`src/rtl/pdm_modulator.sv`:
```
`default_nettype none
// pdm_modulator: PCM-to-PDM second-order sigma-delta with a generated bit clock
// and a one-deep sample holding register. Revision 1.0
module pdm_modulator #(
  parameter int DIV   = 16,
  parameter int OSR   = 64,
  parameter int WIDTH = 16
) (
  input  logic             clk,
  input  logic             rst,
  input  logic             enable,
  input  logic [WIDTH-1:0] in_data,
  input  logic             in_valid,
  output logic             in_ready,
  output logic             pdm_clk,
  output logic             pdm_out,
  output logic             sample_tick,
  output logic             underrun
);

  localparam int DW = $clog2(DIV);
  localparam int BW = $clog2(OSR);
  localparam int IW = WIDTH + 4;

  localparam logic [DW-1:0] DIV_LAST = DW'(DIV - 1);
  localparam logic [BW-1:0] OSR_LAST = BW'(OSR - 1);

  localparam logic signed [IW:0]   FB_POS = {{(IW+1-WIDTH){1'b0}}, 1'b1, {(WIDTH-1){1'b0}}};
  localparam logic signed [IW:0]   FB_NEG = {{(IW+2-WIDTH){1'b1}}, {(WIDTH-1){1'b0}}};
  localparam logic signed [IW-1:0] I_MAX  = {1'b0, {(IW-1){1'b1}}};
  localparam logic signed [IW-1:0] I_MIN  = {1'b1, {(IW-1){1'b0}}};

  logic [DW-1:0]          div_cnt;
  logic [BW-1:0]          bit_cnt;
  logic signed [WIDTH-1:0] cur;
  logic signed [WIDTH-1:0] nxt;
  logic                   nxt_valid;
  logic signed [IW-1:0]   i1;
  logic signed [IW-1:0]   i2;

  logic                   div_wrap;
  logic                   step;
  logic                   bit_wrap;
  logic                   handshake;
  logic signed [IW:0]     fb;
  logic signed [IW:0]     cur_ext;
  logic signed [IW:0]     sum1;
  logic signed [IW:0]     sum2;
  logic signed [IW-1:0]   i1_next;
  logic signed [IW-1:0]   i2_next;

  // Sums carry one guard bit, so a mismatch of the top two bits means overflow.
  function automatic logic signed [IW-1:0] sat(input logic signed [IW:0] v);
    if (v[IW] != v[IW-1]) begin
      return v[IW] ? I_MIN : I_MAX;
    end
    return v[IW-1:0];
  endfunction

  assign div_wrap  = (div_cnt == DIV_LAST);
  assign step      = div_wrap && pdm_clk;
  assign bit_wrap  = step && (bit_cnt == OSR_LAST);
  assign in_ready  = enable && !nxt_valid;
  assign handshake = in_valid && in_ready;

  always_comb begin
    fb      = pdm_out ? FB_POS : FB_NEG;
    cur_ext = {{(IW+1-WIDTH){cur[WIDTH-1]}}, cur};
    sum1    = {i1[IW-1], i1} + cur_ext - fb;
    i1_next = sat(sum1);
    sum2    = {i2[IW-1], i2} + {i1_next[IW-1], i1_next} - fb;
    i2_next = sat(sum2);
  end

  always_ff @(posedge clk or negedge rst) begin
    if (!rst) begin
      div_cnt     <= '0;
      bit_cnt     <= '0;
      pdm_clk     <= 1'b0;
      pdm_out     <= 1'b0;
      sample_tick <= 1'b0;
      underrun    <= 1'b0;
      cur         <= '0;
      nxt         <= '0;
      nxt_valid   <= 1'b0;
      i1          <= '0;
      i2          <= '0;
    end else if (!enable) begin
      div_cnt     <= '0;
      bit_cnt     <= '0;
      pdm_clk     <= 1'b0;
      pdm_out     <= 1'b0;
      sample_tick <= 1'b0;
      underrun    <= 1'b0;
      cur         <= '0;
      nxt         <= '0;
      nxt_valid   <= 1'b0;
      i1          <= '0;
      i2          <= '0;
    end else begin
      sample_tick <= 1'b0;
      div_cnt     <= div_wrap ? '0 : div_cnt + 1'b1;
      if (div_wrap) begin
        pdm_clk <= ~pdm_clk;
      end
      // The modulator always uses the cur in effect before this edge.
      if (step) begin
        i1      <= i1_next;
        i2      <= i2_next;
        pdm_out <= ~i2_next[IW-1];
        bit_cnt <= bit_wrap ? '0 : bit_cnt + 1'b1;
      end
      if (bit_wrap) begin
        if (nxt_valid) begin
          cur         <= nxt;
          nxt_valid   <= 1'b0;
          sample_tick <= 1'b1;
        end else begin
          underrun <= 1'b1;
        end
      end
      // in_ready excludes a full holding register, so this never races the move above.
      if (handshake) begin
        nxt       <= in_data;
        nxt_valid <= 1'b1;
      end
    end
  end

endmodule
`default_nettype wire

```
`config.mk`:
```
export PLATFORM = sky130hd
export DESIGN_NAME = pdm_modulator
export DESIGN_NICKNAME = d
export VERILOG_FILES = /design/src/rtl/pdm_modulator.sv
export SDC_FILE = /design/constraint.sdc
export NUM_CORES = 1
export LEC_CHECK = 0
export BUFFER_PORTS_ARGS = -buffer_cell sky130_fd_sc_hd__clkbuf_2
export CAP_MARGIN = 20
export CORE_ASPECT_RATIO = 0.9
export CORE_MARGIN = 2
export CORE_UTILIZATION = 45
export DETAILED_ROUTE_END_ITERATION = 8
export PLACE_DENSITY = 0.67
export SYNTH_ARGS = -nofsm -noshare
export SYNTH_HDL_FRONTEND = slang
export SYNTH_SLANG_ARGS = --single-unit
```
`constraint.sdc`:
```
create_clock -name clk -period 6.12 [get_ports clk]
set_input_delay 0.612 -clock clk [delete_from_list [all_inputs] [get_ports clk]]
set_output_delay 0.612 -clock clk [all_outputs]
set_load 0.02 [all_outputs]
```
==> impl_results.md, run 1 <==
* Hold Path Class: in -> async
* Critical Path Start: cur[2]$_DFFE_PN0P_
* Drt wl/cell at 15.1 um
* Initial DRC count at 302
* Clock sinks at 87
* Cell row count at 42
* Final setup violation count at 0
* DP Wirelength at 10900 um
* # port buffers at 24
* Clock share of power at 47.3%
* Crit share post-route at 95.4%
* Clock transition at path regs at 0.07 ns
* Final nets at 900
* # IOs at 25
* Total power at 1.20 mW
* Final Hold Fails at 0
* Max cap viols at 0
* Vias in the first global route at 5288
* Htree depth at 3
* CP max FO at 12
* Sequential Power Share at 48.9%
* Final Slew Violations at 0
* Layout area overhead at 10.3%
* Clock Skews at 0.00672 ns
* Post-synth top area cell: dfrtp_1
* Worst R2R Path Depth at 24
* Synth Warn # at 0
* Clk Latency, worst-skew pair at 0.35 ns
* Count leader, synth: inv_1
* Asr flop ratio synth at 100%
* Share of post-route cells with drive strength above 1 at 11.8%
* Vias at 5320
* Flip-flop and latch count after synthesis at 87
* Switch share at 24.2%
* Post-cts hold buffer count at 0
* Initial antenna violation count at 0
* Total CTS buffers at 9
* Cell area after layout at 0.00748 mm2
* Post-synth EDFFs at 0
* R2r endpoint: i2[18]$_DFFE_PN0P_
* Total GRT Usage at 20.4%
* Root buf cell: clkbuf_16
* First-pass GRT wire length at 26200 um
* Yosys top cell area share at 32.1%
* Crit Path Class: reg -> reg
* Post-synthesis sequential area ratio at 32.1%
* CP endpoint kind: register
* Total Wirelength at 15100 um
* Crit start category: register
* Internal at 0.914 mW
* Most instantiated cells after synthesis: inv_1, nand2_1, dfrtp_1
* Worst path arrival time at 6.12 ns
* Initial Util at 46.1%
* Placeable core area at 0.0147 mm2
* Max frequency at 171 MHz
* DP Area at 0.00708 mm2
* Chip width at 133 um
* Sum Neg Setup Slack at 0 ns
* Top FF cell, synth: dfrtp_1
* Reg-to-Reg Start: cur[2]$_DFFE_PN0P_
* Finished Core Util at 50.9%
* Ant diodes at 0
* Req. time, crit path at 6.40 ns
* Leakage power at 3.71 nW
* Gr ovfl total at 0
* RSZ-0062 raised after global routing: false
* DRT Pass-1 Iters at 5
* Mapped Nets at 882
* Die Ht at 120 um
* R2R setup slack at 0.28 ns
* TritonCTS clock tree: built
* Drc violations at 0
* Ranking of synthesized cells by area: dfrtp_1, ha_1, inv_1
* Via density at 5.30
* Antenna-violating nets left at 0
* Die ar. at 0.0161 mm2
* Largest net degree at the start of global routing at 63
* Max IR drop VDD at 0.164 mV
* Slew margin rel. at 48.0%
* Synth Cell Area at 0.00679 mm2
* GP Congestion at 0.891
* Syn Area/Cell at 8.68 um2
* Clock tree buffer depth at 2
* Status: finished, final reports clean
* Combinational share of power at 3.8%
* Switching Power at 0.291 mW
* Post-layout minimum cycle time at 5.84 ns
* Least-Margin Pin Slew at 0.781 ns
* PD cells at 161 mW/mm2
* Synth Instances at 782
* Yosys cell types at 73
[sequential cells by signal, indices dropped and copies added, names as in the netlist]
signal       cells
i2              20
pdm_clk          1
sample_tick      1
div_cnt          4
cur             16
underrun         1
nxt_valid        1
nxt             16
pdm_out          1
i1              20
bit_cnt          6
[cell usage in the layout, fill, tap and decap left out, drive strengths merged, types with 2 or more instances in the layout]
master,Yosys,final
nand4,5,5
o21a,6,6
a211o,3,3
nand2b,8,8
xor2,24,24
a2111oi,2,2
a22o,16,16
dfrtp,87,87
or3,2,2
a21oi,49,49
xnor2,18,18
o22ai,3,3
clkinv,0,3
o211a,2,2
buf,10,13
a311o,2,2
a21o,11,11
nor4b,2,2
inv,130,131
nor2b,3,3
and3,8,8
and2,10,10
nor2,32,32
ha,72,72
mux2i,2,2
clkbuf,19,32
nand2,96,96
o31ai,3,3
maj3,14,14
a31oi,12,12
o221ai,12,12
o21ai,52,52
and4,3,3
nor3,10,10
nand3,25,25
nor3b,2,2
clkinvlp,0,2
fa,8,8
o21bai,6,6
[metal layers]
metal  vias up  routed length (um)  GRT usage, %  share of wire (%)
li1       2684                   -             -                  -
met3        13                 605          3.94                4.0
met5         -                   0             0                  0
met1      2518                7520          29.1                 50
met2       105                6840          32.4                 45
met4         0                 166          4.52                1.1
[power groups by stage]
stage	Combinational (mW)	Clock (mW)	Sequential (mW)
CTS	0.0469	0.577	0.589
global placement	0.0462	0	0.600
detailed placement	0.0468	0	0.600
floorplan	0.0222	0	0.599
global route	0.0529	0.603	0.590
finish	0.0455	0.570	0.589
[worst max-delay path by stage]
| stage | endpoint | slack, ns |
|---|---|---|
| after floorplan | i2[10]$_DFFE_PN0P_ | 0.07 |
| after global placement | i2[13]$_DFFE_PN0P_ | 0.31 |
| after detailed placement | i2[13]$_DFFE_PN0P_ | 0.20 |
| after CTS | i2[13]$_DFFE_PN0P_ | 0.17 |
| after global routing | i2[18]$_DFFE_PN0P_ | 0.03 |
| final | i2[18]$_DFFE_PN0P_ | 0.28 |
[critical path, cell delays in order, from the launching register on]
cell and delay, ns:
dfrtp_1 0.35, inv_1 0.05, ha_1 0.26, inv_1 0.04, ha_1 0.34, nor2b_1 0.17
o31a_1 0.30, o31ai_4 0.23, a31oi_2 0.17, o21ai_2 0.24, mux2i_2 0.32, nor2_4 0.13
maj3_1 0.37, ha_1 0.28, inv_1 0.04, ha_1 0.38, a21o_2 0.24, a211o_1 0.30
a2111oi_2 0.35, o31ai_1 0.16, a31oi_4 0.26, xor2_4 0.16, buf_4 0.18, maj3_1 0.32
a21oi_1 0.14
[what timing repair did]
item                       CTS  global route
setup endpoints to repair    0            21
resized for setup            0            14
buffers inserted             0             2
[kinds of logic after synthesis]
logic type | share of synthesized area, %
compound gates | 19.7
fa+ha+maj | 17.7
buf+inv | 9.44
flops | 32.1
simple gates | 14.8
xor+xnor | 5.81
mux | 0.479
[area by class of cell]
cell class | instances | area [um2]
fill | 1430 | 7230
multi-input combinational | 536 | 4060
clock inverter | 7 | 72.6
tap | 198 | 248
timing repair buffer | 36 | 216
clock buffer | 9 | 225
inverter | 130 | 488
sequential | 87 | 2180
[per-stage QoR]
step	hold slack (ns)	std cells	worst slack (ns)
2_1_floorplan	0.316	782	0.0661
3_3_place_gp	0.473	985	0.310
3_5_place_dp	0.472	985	0.198
4_1_cts	0.200	1001	0.171
5_1_grt	0.206	1003	0.0257
6_report	0.185	1003	0.278
Power figures use the tool's default switching activity.
==> inputs of run 2 (changes only) <==
Settings changed: PLACE_DENSITY 0.67 to 0.68, SETUP_SLACK_MARGIN from default to 0.1, SLEW_MARGIN from default to 20.
==> run 2 against run 1 <==
Net effect:
- clock power increased by 5.6%
- global-route usage down 1.0 points
- routed wire length decreased by 2.1%
- die area stayed put
- sequential cell count is the same
- hold slack lost 0.067 ns
- sequential share of layout area decreased by 0.47 points
- count of clock-buffer cells in the layout stayed put
- sequential power is essentially flat
- core utilization is 0.89 points higher
- worst setup slack better by 0.014 ns
- register-to-register slack about the same
- largest power group is now the clock network
==> impl_results.md, run 2 (synthesis results as in run 1) <==
* Total CTS buffers at 9
* Biggest regs: i1: 20 flops, i2: 20 flops
* TritonCTS clock tree: built
* Die ar. at 0.0161 mm2
* M3 GR Usage at 3.48%
* Clk Latency, worst-skew pair at 0.35 ns
* Final setup violation count at 0
* Switching Power at 0.281 mW
* GP Congestion at 0.874
* Drc violations at 0
* Crit share post-route at 95.2%
* Final Slew Violations at 0
* Max cap viols at 0
* Final Hold Fails at 0
* Layout area overhead at 12.2%
* Vias at 5364
* Clock Skews at 0.00635 ns
* Leakage power at 3.78 nW
* Crit start category: register
* Vias in the first global route at 5145
* Gr ovfl total at 0
* Max IR drop VDD at 0.193 mV
* R2r endpoint: i2[16]$_DFFE_PN0P_
* R2R setup slack at 0.29 ns
* Root buf cell: clkbuf_16
* Clock transition at path regs at 0.06 ns
* Chip width at 133 um
* Most frequent cells in the layout: inv_1, nand2_1, dfrtp_1, ha_1, o21ai_0
* Final nets at 913
* M2 GR Usage at 30.0%
* Least-Margin Pin Slew at 0.919 ns
* Initial DRC count at 292
* Share of post-route cells with drive strength above 1 at 13.6%
* Post-layout minimum cycle time at 5.83 ns
* Slew margin rel. at 38.8%
* Status: finished, final reports clean
* Cell row count at 42
* Die Ht at 120 um
* CP Buf/Inv Count at 5
* Critical path's largest stage delay at 0.50 ns
* DRT Pass-1 Iters at 4
* Initial Util at 46.1%
* Clock tree buffer depth at 2
* Ant diodes at 0
* M1 GR Usage at 27.7%
* Reg-to-Reg Start: cur[15]$_DFFE_PN0P_
* Internal at 0.955 mW
* Sequential Power Share at 47.7%
* Critical Path Start: cur[15]$_DFFE_PN0P_
* Total Wirelength at 14800 um
* Antenna-violating nets left at 0
* # IOs at 25
* CP top delay family: adder cells
* CP max FO at 5
* Worst path slowest cell: fa_1
* Commonest non-fill, non-tap cell in the layout: inv_1
* Crit Path Class: reg -> reg
* # port buffers at 24
* Clock sinks at 87
* Sum Neg Setup Slack at 0 ns
* Critical Path Sink: i2[16]$_DFFE_PN0P_
* Largest net degree at the start of global routing at 72
* First-pass GRT wire length at 25100 um
* Crit path depth at 22
* Combinational share of power at 3.6%
* Initial antenna violation count at 0
* Worst slack at placement at 0.109 ns
* Worst path arrival time at 6.11 ns
* Drt wl/cell at 14.6 um
* Placeable core area at 0.0147 mm2
* RSZ-0062 raised after global routing: false
* Most Used Layer, Global Route: met2
* PD cells at 162 mW/mm2
* CP endpoint kind: register
* Critical Path, Cell by Cell: inv_1 > fa_1 > inv_1 > ha_1 > buf_4 > and4_1 > and3_1 > a2111oi_4 > nand2_2 > maj3_1 > ha_1 > inv_1 > ha_1 > a21o_1 > a2111o_1 > a21oi_4 > o311ai_2 > o22ai_2 > xor2_4 > buf_4 > maj3_1 > a21oi_1
* Clock share of power at 48.7%
* DP Wirelength at 10600 um
* Setup ws final at 0.292 ns
* Final Non-Filler Cells at 1016
* Max frequency at 172 MHz
* Switch share at 22.8%
* Worst R2R Path Depth at 22
* Via density at 5.28
* Total GRT Usage at 19.4%
* Req. time, crit path at 6.40 ns
* Placed instance count at 988
* Hold Path Class: in -> async
* Htree depth at 3
[run 2: per-layer routing]
metal / wire (um) / up-vias
li1: - / 2722
met1: 7580 / 2551
met2: 6620 / 76
met3: 415 / 15
met4: 191 / 0
met5: 0 / -
[run 2: timing repair]
action	4_1_cts	5_1_grt
resized for setup	0	19
buffers inserted	0	10
endpoints found under the setup margin	0	21
hold buffers	0	0
[run 2: how the worst min path moves through the flow]
stage,end,depth (start not counted)
after CTS,cur[15]$_DFFE_PN0P_,1
final,cur[15]$_DFFE_PN0P_,1
after detailed placement,i1[1]$_DFFE_PN0P_,2
after global routing,i1[15]$_DFFE_PN0P_,1
after floorplan,bit_cnt[0]$_DFFE_PN0P_,0
after global placement,i1[7]$_DFFE_PN0P_,2
[run 2: per-stage QoR]
step | area [um2] | hold slack, ns | utilization (%) | power [mW]
floorplan | 6790 | 0.316 | - | 0.621
global placement | 7100 | 0.470 | 48.3 | 0.646
detailed placement | 7100 | 0.480 | 48.3 | 0.646
CTS | 7420 | 0.117 | 50.5 | 1.25
global route | 7610 | 0.128 | 51.8 | 1.27
finish | 7610 | 0.118 | 51.8 | 1.24
[run 2: worst reg2reg max path, cell delays in order, from the launching register on]
cell and delay (ns):
dfrtp_2 0.40, inv_1 0.07, fa_1 0.50, inv_1 0.04, ha_1 0.30, buf_4 0.16
and4_1 0.24, and3_1 0.22, a2111oi_4 0.46, nand2_2 0.19, maj3_1 0.38, ha_1 0.28
inv_1 0.04, ha_1 0.36, a21o_1 0.23, a2111o_1 0.45, a21oi_4 0.19, o311ai_2 0.19
o22ai_2 0.27, xor2_4 0.15, buf_4 0.16, maj3_1 0.35, a21oi_1 0.14
[run 2: final cells by class]
| cell class | count | area, um2 |
|---|---|---|
| Fill cell | 1384 | 7100 |
| Clock inverter | 7 | 97.6 |
| Tap cell | 198 | 248 |
| Multi-Input combinational cell | 537 | 4070 |
| Timing Repair Buffer | 48 | 304 |
| Sequential cell | 87 | 2180 |
| Clock buffer | 9 | 225 |
| Inverter | 130 | 488 |
[run 2: power groups by stage]
stage | Combinational [mW] | Sequential (mW) | Clock, mW
after floorplan | 0.0222 | 0.599 | 0
after global placement | 0.0455 | 0.600 | 0
after detailed placement | 0.0460 | 0.600 | 0
after CTS | 0.0463 | 0.589 | 0.615
after global routing | 0.0517 | 0.591 | 0.633
final | 0.0447 | 0.590 | 0.602
